### config.mk
export PLATFORM = sky130hd
export DESIGN_NAME = shell_projectile
export DESIGN_NICKNAME = d
export VERILOG_FILES = /design/src/rtl/shell_projectile.sv
export SDC_FILE = /design/constraint.sdc
export NUM_CORES = 1
export LEC_CHECK = 0
export BUFFER_PORTS_ARGS = -buffer_cell sky130_fd_sc_hd__buf_2
export CAP_MARGIN = 20
export CORE_ASPECT_RATIO = 1.2
export CORE_MARGIN = 2
export CORE_UTILIZATION = 45
export CTS_CLUSTER_SIZE = 25
export DETAILED_ROUTE_END_ITERATION = 7
export PLACE_DENSITY_LB_ADDON = 0.05
export SLEW_MARGIN = 20
export SYNTH_ARGS = -nofsm -noshare
export SYNTH_HDL_FRONTEND = slang
export SYNTH_SLANG_ARGS = --single-unit
### constraint.sdc
create_clock -name frame_clk -period 4.1 [get_ports frame_clk]
set_input_delay 0.205 -clock frame_clk [delete_from_list [all_inputs] [get_ports frame_clk]]
set_output_delay 0.205 -clock frame_clk [all_outputs]
set_load 0.02 [all_outputs]
### src/rtl/shell_projectile.sv
// shell_projectile: one ballistic shell per tank, launched on a shoot edge.
// Flies with integer velocity and divided gravity, then hit/miss/explode.
//
// Ports:
//   frame_clk, Reset       frame clock, synchronous active-high reset
//   shoot                  fire request level; rising edge fires
//   TankX, TankY           own tank position
//   Direction              0 = left, anything else = right
//   y_component            signed launch-angle adjust (+ = flatter)
//   TargetX, TargetY       opposing tank position
//   TerrainY               terrain height under the current ShellX
//   ShellX, ShellY, ShellS shell position and size for the renderer
//   active, exploding      in flight / holding the explosion
//   hit, miss              one-cycle end-of-shot pulses
module shell_projectile #(
  parameter int VX_SPEED       = 2,
  parameter int LAUNCH_VY      = 8,
  parameter int GRAV_DIV       = 4,
  parameter int VY_MAX         = 15,
  parameter int MUZZLE_X       = 6,
  parameter int MUZZLE_Y       = 4,
  parameter int HIT_R          = 6,
  parameter int EXPLODE_FRAMES = 8
) (
  input  logic       frame_clk,
  input  logic       Reset,
  input  logic       shoot,
  input  logic [9:0] TankX,
  input  logic [9:0] TankY,
  input  logic [1:0] Direction,
  input  logic [9:0] y_component,
  input  logic [9:0] TargetX,
  input  logic [9:0] TargetY,
  input  logic [9:0] TerrainY,
  output logic [9:0] ShellX,
  output logic [9:0] ShellY,
  output logic [9:0] ShellS,
  output logic       active,
  output logic       exploding,
  output logic       hit,
  output logic       miss
);

  localparam int GW =
    (GRAV_DIV > 1) ? $clog2(GRAV_DIV) : 1;
  localparam int EW =
    (EXPLODE_FRAMES > 1) ? $clog2(EXPLODE_FRAMES) : 1;

  localparam logic [GW-1:0] GRAV_LAST =
    GW'(GRAV_DIV - 1);
  localparam logic [EW-1:0] EXP_LAST =
    EW'(EXPLODE_FRAMES - 1);

  localparam logic signed [5:0]  VX_P   = 6'(VX_SPEED);
  localparam logic signed [5:0]  VY_TOP = 6'(VY_MAX);
  localparam logic signed [5:0]  VY_BOT = -6'sd31;
  localparam logic signed [11:0] VY_T12 = 12'(VY_MAX);
  localparam logic signed [11:0] VY_B12 = -12'sd31;
  localparam logic signed [11:0] HIT_R12 = 12'(HIT_R);
  localparam logic signed [11:0] X_LAST = 12'sd639;
  localparam logic signed [11:0] Y_LAST = 12'sd479;

  typedef enum logic [1:0] {
    S_IDLE,
    S_FLIGHT,
    S_IMPACT
  } state_t;

  state_t state_q, state_d;

  logic signed [10:0] x_q, x_d;
  logic signed [10:0] y_q, y_d;
  logic signed [5:0]  vx_q, vx_d;
  logic signed [5:0]  vy_q, vy_d;
  logic [GW-1:0]      grav_q, grav_d;
  logic [EW-1:0]      ecnt_q, ecnt_d;
  logic               shoot_q;
  logic               hit_q, hit_d;
  logic               miss_q, miss_d;

  logic               fire;
  logic               dir_left;
  logic signed [10:0] launch_x;
  logic signed [10:0] launch_y;
  logic signed [11:0] vy_raw;
  logic signed [5:0]  launch_vy;

  logic signed [11:0] xs, ys;
  logic signed [11:0] dx, dy;
  logic signed [11:0] adx, ady;
  logic               y_on;
  logic               is_hit, is_terr, is_off;

  logic signed [10:0] x_step, y_step;
  logic signed [5:0]  vy_grav;
  logic               grav_wrap;

  // Launch values from the tank's current pose
  always_comb begin
    fire     = shoot & ~shoot_q;
    dir_left = (Direction == 2'd0);
    if (dir_left) begin
      launch_x = {1'b0, TankX} - 11'(MUZZLE_X);
    end else begin
      launch_x = {1'b0, TankX} + 11'(MUZZLE_X);
    end
    launch_y = {1'b0, TankY} - 11'(MUZZLE_Y);
    vy_raw = {{2{y_component[9]}}, y_component}
           - 12'(LAUNCH_VY);
    if (vy_raw > VY_T12) begin
      launch_vy = VY_TOP;
    end else if (vy_raw < VY_B12) begin
      launch_vy = VY_BOT;
    end else begin
      launch_vy = vy_raw[5:0];
    end
  end

  // Exit tests on the current position; y < 0 is
  // above the screen, where hit/terrain cannot occur
  always_comb begin
    xs   = {x_q[10], x_q};
    ys   = {y_q[10], y_q};
    dx   = xs - $signed({2'b00, TargetX});
    dy   = ys - $signed({2'b00, TargetY});
    adx  = dx[11] ? -dx : dx;
    ady  = dy[11] ? -dy : dy;
    y_on = ~y_q[10];
    is_hit  = y_on && (adx <= HIT_R12)
                   && (ady <= HIT_R12);
    is_terr = y_on
           && (ys >= $signed({2'b00, TerrainY}));
    is_off  = x_q[10] || (xs > X_LAST)
                      || (ys > Y_LAST);
  end

  // Motion uses the old vy; gravity lands afterwards
  always_comb begin
    x_step    = x_q + {{5{vx_q[5]}}, vx_q};
    y_step    = y_q + {{5{vy_q[5]}}, vy_q};
    grav_wrap = (grav_q == GRAV_LAST);
    if (vy_q >= VY_TOP) begin
      vy_grav = VY_TOP;
    end else begin
      vy_grav = vy_q + 6'sd1;
    end
  end

  // State register
  always_ff @(posedge frame_clk) begin
    if (Reset) begin
      state_q <= S_IDLE;
      x_q     <= '0;
      y_q     <= '0;
      vx_q    <= '0;
      vy_q    <= '0;
      grav_q  <= '0;
      ecnt_q  <= '0;
      shoot_q <= 1'b1;
      hit_q   <= 1'b0;
      miss_q  <= 1'b0;
    end else begin
      state_q <= state_d;
      x_q     <= x_d;
      y_q     <= y_d;
      vx_q    <= vx_d;
      vy_q    <= vy_d;
      grav_q  <= grav_d;
      ecnt_q  <= ecnt_d;
      shoot_q <= shoot;
      hit_q   <= hit_d;
      miss_q  <= miss_d;
    end
  end

  // Next state and datapath
  always_comb begin
    state_d = state_q;
    x_d     = x_q;
    y_d     = y_q;
    vx_d    = vx_q;
    vy_d    = vy_q;
    grav_d  = grav_q;
    ecnt_d  = ecnt_q;
    hit_d   = 1'b0;
    miss_d  = 1'b0;
    unique case (state_q)
      S_IDLE: begin
        if (fire) begin
          state_d = S_FLIGHT;
          x_d     = launch_x;
          y_d     = launch_y;
          vx_d    = dir_left ? -VX_P : VX_P;
          vy_d    = launch_vy;
          grav_d  = '0;
        end
      end
      S_FLIGHT: begin
        if (is_hit) begin
          state_d = S_IMPACT;
          hit_d   = 1'b1;
          ecnt_d  = '0;
        end else if (is_terr) begin
          state_d = S_IMPACT;
          miss_d  = 1'b1;
          ecnt_d  = '0;
        end else if (is_off) begin
          state_d = S_IDLE;
          miss_d  = 1'b1;
        end else begin
          x_d = x_step;
          y_d = y_step;
          if (grav_wrap) begin
            grav_d = '0;
            vy_d   = vy_grav;
          end else begin
            grav_d = grav_q + 1'b1;
          end
        end
      end
      S_IMPACT: begin
        if (ecnt_q == EXP_LAST) begin
          state_d = S_IDLE;
        end else begin
          ecnt_d = ecnt_q + 1'b1;
        end
      end
      default: state_d = S_IDLE;
    endcase
  end

  // Outputs
  always_comb begin
    active    = (state_q == S_FLIGHT);
    exploding = (state_q == S_IMPACT);
    hit       = hit_q;
    miss      = miss_q;
    ShellX    = x_q[9:0];
    ShellY    = y_q[10] ? 10'd0 : y_q[9:0];
    ShellS    = 10'd2;
  end

endmodule

==> summary.txt, run 1 <==
Routing
  • Final ANT Viol Nets: 0
  • Per-cell via count in the routed design: 5.77
  • Count of unresolved DRC violations after routing: 0
  • Via count of the routed design: 5890
  • Iteration-0 DRC count of the detailed router: between 300 and 400
  • Total Wirelength: approximately 16 mm
  • Wire per inst: 15.8 um
  • Length of the first detailed-routing pass in iterations: 5

Clock network
  • Maximum clock path buffer count: 2
  • Clock-pin slew reported for the worst setup and hold paths after clock tree synthesis: around 0.06 ns
  • Root buf cell: clkbuf_16
  • Count of hold buffers inserted by post-cts repair: 0
  • Num CTS Buffers: 5
  • H-Tree Level Count: 2
  • CTS tree: built
  • Total number of clock tree sinks: 40
  • Clk Latency, worst-skew pair: ~0.28 ns

STA
  • Final number of setup-violating endpoints: 0
  • Relative slew margins: 40.8%
  • Number of max-slew violations in the final report: 0
  • Post-route clock period utilization: 94.6%
  • Final WS setup: 0.222 ns
  • Least-Margin Pin Slew: ~0.89 ns
  • Clock tree skew after final layout: 0.00150 ns
  • Post-layout min period: 3.88 ns
  • Max Clock Freq: between 200 and 300 MHz
  • Count of final hold-check violations: 0
  • Setup_tns: 0 ns

Synth
  • Sequential share of the synthesized area: about 14%
  • Mapped Cells: a little under 800
  • Cell types occupying the most area after synthesis: ha_1, dfxtp_1, a21oi_1
  • Most frequent cell after synthesis: inv_1
  • Syn Area/Cell: ~7.4 sq um
  • Unique cell type count in the Yosys netlist: 86
  • Yosys warning count: 0
  • Cell area after synthesis: roughly 0.0058 sq mm
  • Share of Yosys cell area claimed by the top area cell type: around 15%
  • Post-synth EDFFs: 0
  • Leading post-synthesis cells by instance count: inv_1, ha_1, a21oi_1, nor2_1, nand2_1
  • Register bit count reported by yosys: 40
  • Yosys top cell by area: ha_1
  • Proportion of synthesized flip-flops having asynchronous set or reset: 0%
  • Commonest register cell after synthesis: dfxtp_1

Floorplan
  • Row Count: 45
  • Count of pins on the block boundary: between 90 and 100
  • Die Ht: about 130 um
  • Die Outline Area: ~0.014 sq mm
  • Starting density of the core: about 46%
  • Core Area: roughly 0.013 sq mm
  • Die extent in x: around 110 um

Critical path
  • Maximum fanout count along the critical path: 15
  • Maximum single-stage delay on the critical path: between 0.5 and 0.6 ns
  • Cell seen most often among critical-path stages: a211oi_2
  • Number of cell instances on the worst register-to-register path: 15
  • Critical-path top delay cell: or4_1
  • Endpoint of the most critical register-to-register path: y_q[5]
  • Reg2Reg Launch Point: y_q[0]
  • Setup slack on the worst flop-to-flop path: around 0.22 ns
  • Arrival time at the worst endpoint: 4.00 ns
  • CP startpoint kind: flip-flop
  • CP Data Required Time: between 4 and 5 ns
  • CP Cell Sequence: inv_1 -> ha_1 -> fa_1 -> nand2b_1 -> a21o_1 -> a211oi_2 -> a21boi_4 -> nand4_1 -> or4_1 -> o211ai_1 -> a211oi_2 -> or2_1 -> buf_4 -> o221ai_1 -> a21oi_1
  • Critical Setup Path Class: reg2reg
  • CP Capture Type: flip-flop

Power and ir drop
  • Max IR drop VDD: about 180 uV
  • Power Density: between 500 and 600 mW/mm^2
  • Static leakage: 2.99 nW

Global route
  • Largest net degree at the start of global routing: 49
  • Wire length of the first global-routing pass: 26.1 mm
  • Total global-route track usage: between 20% and 30%
  • Total grt overflow: 0
  • Antenna violations before repair: 0
  • Vias in the first global route: roughly 5500

Cells and area
  • Fraction of final layout cells with drive strength greater than 1: between 10% and 20%
  • N_diodes: 0
  • Count of nets after finishing: 995
  • Cell area after layout: roughly 0.0065 sq mm
  • Area added between synthesis and finish: 12.8%
  • Sequential cell area: 801 sq um
  • Post-Route Utilization: slightly above 50%
  • Filler cells: between 1000 and 1500
  • Area occupied by multi-input gates: between 0.004 and 0.005 sq mm

Run
  • Max-cap violations: 0

Placed design
  • Final Wtd Congestion: between 0.8 and 0.9
  • HPWL after detailed placement: around 13 mm
  • Count of buffers from port buffering: between 80 and 90
  • Area after detailed placement: 0.00630 sq mm
  • Pre-CTS setup slack: roughly 0.11 ns

Outcome
  • Result of the run: completed

Min path
  • Hold crit path type: in2reg
  • Number of cells on the worst hold path: 2
  • Worst Min Path Start: shoot
  • Endpoint of the worst hold path: shoot_q
## final cells by class
type	count	area share (%)
Clock buffer	8	2.24
Tap cell	164	3.15
Sequential cell	40	12.3
Multi-Input combinational cell	629	69.2
Timing Repair Buffer	107	8.94
Inverter	72	4.14
## flip-flops by register name, indices dropped and copies added, names as in the netlist
signal   cells
ecnt_q       3
vy_q         6
y_q         11
miss         1
vx_q         2
grav_q       2
x_q         11
hit          1
state_q      2
shoot_q      1
## where the power goes
| part | leakage, nW | internal (mW) | switching [mW] |
|---|---|---|---|
| sequential | 0.327 | 0.478 | 0.119 |
| clock | 0.0712 | 0.243 | 0.156 |
| combinational | 2.59 | 1.05 | 1.56 |
| total | 2.99 | 1.77 | 1.83 |
## metal layers
layer  GRT usage (%)  vias up  wire, um
li1                -     2958         -
met2            41.0      161      7860
met5               0        -         0
met3            2.49       15       796
met1            30.1     2756      7200
met4            5.20        0       235
## critical path, delay by kind of cell, from the launching register on
family / cells / cell delay (ns)
buffers and inverters: 2 / 0.29
adders and majority gates: 2 / 0.60
DFF: 1 / 0.36
and+or+nand+nor: 4 / 1.15
AOI/OAI and AO/OA: 7 / 1.31
## worst max-delay path by stage
stage	from	end	slack (ns)
after global placement	y_q[1]	y_q[8]	0.18
after global routing	y_q[0]	x_q[3]	-0.03
after floorplan	y_q[0]	y_q[10]	0.54
after CTS	y_q[0]	y_q[8]	0.07
after detailed placement	y_q[0]	y_q[8]	0.11
final	y_q[0]	y_q[5]	0.22
## timing repair
| item | in CTS | in global routing |
|---|---|---|
| setup endpoints to repair | 0 | 30 |
| buffers inserted | 0 | 2 |
| hold endpoints to repair | 0 | 0 |
| gates resized for setup | 0 | 12 |
## layout by cell type, fill, tap and decap left out, drive strengths merged, types with 8 or more instances in the layout
cell type / instances
a211oi: 16
a21o: 14
a21oi: 71
and3: 8
buf: 107
clkbuf: 8
conb: 10
dfxtp: 40
ha: 70
inv: 71
nand2: 47
nand2b: 15
nand3: 29
nand4: 8
nor2: 68
nor2b: 21
nor3: 18
o21ai: 47
o22ai: 8
o31ai: 10
xnor2: 31
xor2: 15
## metrics by stage
step                      total power, mW  std cells  hold slack [ns]
after global routing                 3.91       1020            0.136
after floorplan                      2.56        785            0.309
after CTS                            3.53       1018            0.113
final                                3.60       1020            0.112
after detailed placement             3.11       1010            0.408
after global placement               3.08       1010            0.404
## cells by family after synthesis
family | synth area share, %
adder cells (fa/ha/maj) | 16.9
flip-flops | 13.8
multiplexers | 0.887
other | 0.130
XOR/XNOR | 6.97
AO/OA/AOI/OAI | 29.0
AND/OR/NAND/NOR | 22.7
buffers and inverters | 9.54
Power figures use the tool's default switching activity.
==> run 2, diff against run 1 <==
ABC_AREA = 1   (was unset)
SLEW_MARGIN = 25   (was 20)
==> summary.txt, run 2 <==
Clock network
  • CTS tree: built (unchanged)
  • Num CTS Buffers: 5 (unchanged)
  • Post-CTS Setup Inserts: 0 (unchanged)
  • Clock-pin slew reported for the worst setup and hold paths after clock tree synthesis: 0.06 ns (about the same)
  • Maximum clock path buffer count: 2 (unchanged)
  • Count of instances resized after the clock tree is built: 0 (unchanged)
  • Clk Latency, worst-skew pair: 0.28 ns (about the same)
  • Count of hold buffers inserted by post-cts repair: 0 (unchanged)
  • H-Tree Level Count: 2 (unchanged)
  • Total number of clock tree sinks: 40 (unchanged)
  • Root buf cell: clkbuf_16 (unchanged)

Critical path
  • Maximum single-stage delay on the critical path: 0.39 ns (was 0.53 ns)
  • Reg2Reg Launch Point: y_q[0] (unchanged)
  • Cell seen most often among critical-path stages: nand2_1 (was a211oi_2)
  • Total number of cells along the worst setup path: 22 (was 15)
  • Critical Setup Path Class: reg2reg (unchanged)
  • Maximum fanout count along the critical path: 33 (was 15)
  • Arrival time at the worst endpoint: 3.55 ns (was 4.00 ns)
  • Crit path to: x_q[1] (was y_q[5])
  • Endpoint of the most critical register-to-register path: x_q[1] (was y_q[5])
  • Number of cell instances on the worst register-to-register path: 22 (was 15)
  • CP startpoint kind: flip-flop (unchanged)
  • Critical-path top delay cell: fa_1 (was or4_1)
  • Setup slack on the worst flop-to-flop path: 0.73 ns (was 0.22 ns)
  • Worst setup path startpoint: y_q[0] (unchanged)
  • CP Cell Sequence: inv_1 -> ha_1 -> fa_1 -> inv_1 -> nand3_1 -> nand2_1 -> nand2_1 -> nand2_1 -> nand2_1 -> a21oi_2 -> xor2_1 -> nand2_1 -> nand2_1 -> nor2_1 -> nand2_1 -> nand2_2 -> nand3_4 -> nand3_2 -> nand2_4 -> nand2_4 -> nor2_1 -> nor2_1 (was inv_1 -> ha_1 -> fa_1 -> nand2b_1 -> a21o_1 -> a211oi_2 -> a21boi_4 -> nand4_1 -> or4_1 -> o211ai_1 -> a211oi_2 -> or2_1 -> buf_4 -> o221ai_1 -> a21oi_1)
  • CP Capture Type: flip-flop (unchanged)
  • Dominant delay contributor by cell family on the critical path: simple AND/OR/NAND/NOR gates (was compound AO/OA/AOI/OAI gates)
  • CP Data Required Time: 4.28 ns (was 4.23 ns)
  • Buf+Inv Stages, Crit Path: 2 (unchanged)

Global route
  • Antenna violations before repair: 0 (unchanged)
  • Wire length of the first global-routing pass: 23.8 mm (was 26.1 mm)
  • Total grt overflow: 0 (unchanged)
  • Vias in the first global route: 5326 (was 5457)
  • Largest net degree at the start of global routing: 35 (was 49)
  • Total global-route track usage: 20.8% (was 23.1%)

Synth
  • Cell types occupying the most area after synthesis: nand2_1, ha_1, dfxtp_1 (was ha_1, dfxtp_1, a21oi_1)
  • Mapped Cells: 1016 (was 777)
  • Yosys top cell by area: nand2_1 (was ha_1)
  • Register bit count reported by yosys: 40 (unchanged)
  • Commonest register cell after synthesis: dfxtp_1 (unchanged)
  • Proportion of synthesized flip-flops having asynchronous set or reset: 0% (unchanged)
  • Yosys warning count: 0 (unchanged)
  • Leading post-synthesis cells by instance count: nand2_1, inv_1, nor2_1, nand3_1, ha_1 (was inv_1, ha_1, a21oi_1, nor2_1, nand2_1)
  • Cell area after synthesis: 0.00589 sq mm (was 0.00578 sq mm)
  • Share of Yosys cell area claimed by the top area cell type: 18.6% (was 15.1%)
  • Unique cell type count in the Yosys netlist: 49 (was 86)
  • Most frequent cell after synthesis: nand2_1 (was inv_1)
  • Post-synth EDFFs: 0 (unchanged)
  • Sequential share of the synthesized area: 13.6% (was 13.8%)
  • Syn Area/Cell: 5.79 sq um (was 7.44 sq um)

STA
  • Setup repair after global routing missed its margin: no
  • Least-Margin Pin Slew: 0.667 ns (was 0.888 ns)
  • Number of max-slew violations in the final report: 0 (unchanged)
  • Relative slew margins: 55.5% (was 40.8%)
  • Count of final hold-check violations: 0 (unchanged)
  • Setup_tns: 0 ns (unchanged)
  • Final number of setup-violating endpoints: 0 (unchanged)
  • Clock tree skew after final layout: 0.00693 ns (was 0.00150 ns)
  • Smallest hold slack: 0.151 ns (was 0.112 ns)
  • Post-route clock period utilization: 82.2% (was 94.6%)
  • Max Clock Freq: 297 MHz (was 258 MHz)
  • Post-layout min period: 3.37 ns (was 3.88 ns)

Cells and area
  • Post-route non-filler standard cell count: 1248 (was 1020)
  • N_diodes: 0 (unchanged)
  • Count of nets after finishing: 1223 (was 995)
  • Leading cell type in the layout, fill and taps excluded: nand2_1 (was buf_2)
  • Fraction of final layout cells with drive strength greater than 1: 11.2% (was 17.9%)
  • Area added between synthesis and finish: 10.4% (was 12.8%)
  • Commonest cells after routing, fill and taps aside: nand2_1, inv_1, nor2_1 (was buf_2, inv_1, ha_1)
  • Cell area after layout: 0.00649 sq mm (was 0.00652 sq mm)
  • Largest regs: x_q (11), y_q (11), vy_q (6) (unchanged)

Floorplan
  • Die Outline Area: 0.0140 sq mm (was 0.0138 sq mm)
  • Core Area: 0.0127 sq mm (was 0.0126 sq mm)
  • Die Ht: 129 um (was 128 um)
  • Starting density of the core: 46.3% (was 45.8%)
  • Count of pins on the block boundary: 99 (unchanged)
  • Die extent in x: 108 um (was 107 um)
  • Row Count: 45 (unchanged)

Routing
  • Final ANT Viol Nets: 0 (unchanged)
  • Iteration-0 DRC count of the detailed router: 350 (was 305)
  • Total Wirelength: 14.6 mm (was 16.1 mm)
  • Length of the first detailed-routing pass in iterations: 5 (unchanged)
  • Via count of the routed design: 6072 (was 5890)
  • Wire per inst: 11.7 um (was 15.8 um)
  • Per-cell via count in the routed design: 4.87 (was 5.77)
  • Count of unresolved DRC violations after routing: 0 (unchanged)

Power and ir drop
  • Max IR drop VDD: 396 uV (was 178 uV)
  • Power Density: 643 mW/mm^2 (was 552 mW/mm^2)
  • Flop pwr share: 17.2% (was 16.6%)
  • Static leakage: 3.78 nW (was 2.99 nW)
  • Pwr Total: 4.18 mW (was 3.60 mW)
  • Combinational fraction of design power: 72.4% (was 72.3%)
  • Design internal power: 1.88 mW (was 1.77 mW)
  • Share of power burned in the clock network: 10.5% (was 11.1%)
  • Net switching power of the design: 2.30 mW (was 1.83 mW)
  • Net Sw Frac: 55.1% (was 50.9%)

Placed design
  • Number of cells after detailed placement: 1240 (was 1010)
  • HPWL after detailed placement: 11.9 mm (was 12.9 mm)
  • Count of buffers from port buffering: 88 (unchanged)
  • Final Wtd Congestion: 0.848 (was 0.861)
  • Area after detailed placement: 0.00633 sq mm (was 0.00630 sq mm)

Run
  • Max-cap violations: 0 (unchanged)

Min path
  • Worst Min Path Start: shoot (unchanged)
  • Hold crit path type: in2reg (unchanged)

Outcome
  • Result of the run: completed (unchanged)
==> run 2: cell types whose count changed in the layout (fill, tap and decap cells not counted), sizes merged, moves of 16 or more <==
cell and change:
nor2 +65, nand3 +47, nor2b -21, inv +85, nand2 +251, xnor2 -22
a211oi -16
==> run 2: metrics by stage <==
| step | utilization, % | setup slack [ns] |
|---|---|---|
| final | 51.0 | 0.729 |
| after global routing | 51.0 | 0.357 |
| after CTS | 51.0 | 0.727 |
| after detailed placement | 49.8 | 0.753 |
| after global placement | 49.8 | 0.863 |
| after floorplan | - | 1.31 |
==> run 2: worst reg2reg max path: cells and delay by family (launching register included) <==
kind	cells	cell delay (ns)
fa+ha+maj	2	0.60
xor+xnor	1	0.23
compound gates	1	0.14
flops	1	0.34
buf+inv	2	0.18
simple gates	16	1.79
==> run 2: cells by family after synthesis <==
| group | after synthesis | share of synthesized area, % |
|---|---|---|
| adder cells (fa/ha/maj) | 75 | 16.6 |
| flip-flops | 40 | 13.6 |
| AND/OR/NAND/NOR | 561 | 40.7 |
| AO/OA/AOI/OAI | 114 | 10.6 |
| XOR/XNOR | 24 | 3.57 |
| buffers and inverters | 199 | 14.7 |
| other | 2 | 0.128 |
| multiplexers | 1 | 0.170 |
==> run 2: worst min-delay path by stage <==
| stage | slack (ns) | cells after the start | endpoint |
|---|---|---|---|
| global route | 0.17 | 3 | shoot_q |
| floorplan | 0.27 | 1 | ecnt_q[0] |
| global placement | 0.43 | 3 | shoot_q |
| detailed placement | 0.44 | 3 | shoot_q |
| CTS | 0.14 | 3 | shoot_q |
| finish | 0.15 | 3 | shoot_q |
==> run 2: power by group through the flow <==
stage / clock network [mW] / logic, mW / registers [mW]
after floorplan: 0 / 2.56 / 0.632
after global placement: 0 / 3.02 / 0.726
after detailed placement: 0 / 3.02 / 0.727
after CTS: 0.449 / 3.03 / 0.718
after global routing: 0.468 / 3.47 / 0.740
final: 0.438 / 3.02 / 0.717
==> run 2: routing by layer <==
| metal | wire length (um) | global-route usage (%) | up-vias |
|---|---|---|---|
| met1 | 7170 | 28.3 | 2607 |
| met2 | 6730 | 35.5 | 120 |
| li1 | - | - | 3338 |
| met5 | 0 | 0 | - |
| met3 | 589 | 2.11 | 7 |
| met4 | 106 | 4.22 | 0 |
==> run 2: cell type report <==
type                    count  area [sq um]
clock buffers               6           129
clock inverters             2          35.0
fillers                  1442          6230
inverters                 158           593
multi-input cells         785          4250
flip-flops and latches     40           801
well taps                 164           205
repair buffers             93           478
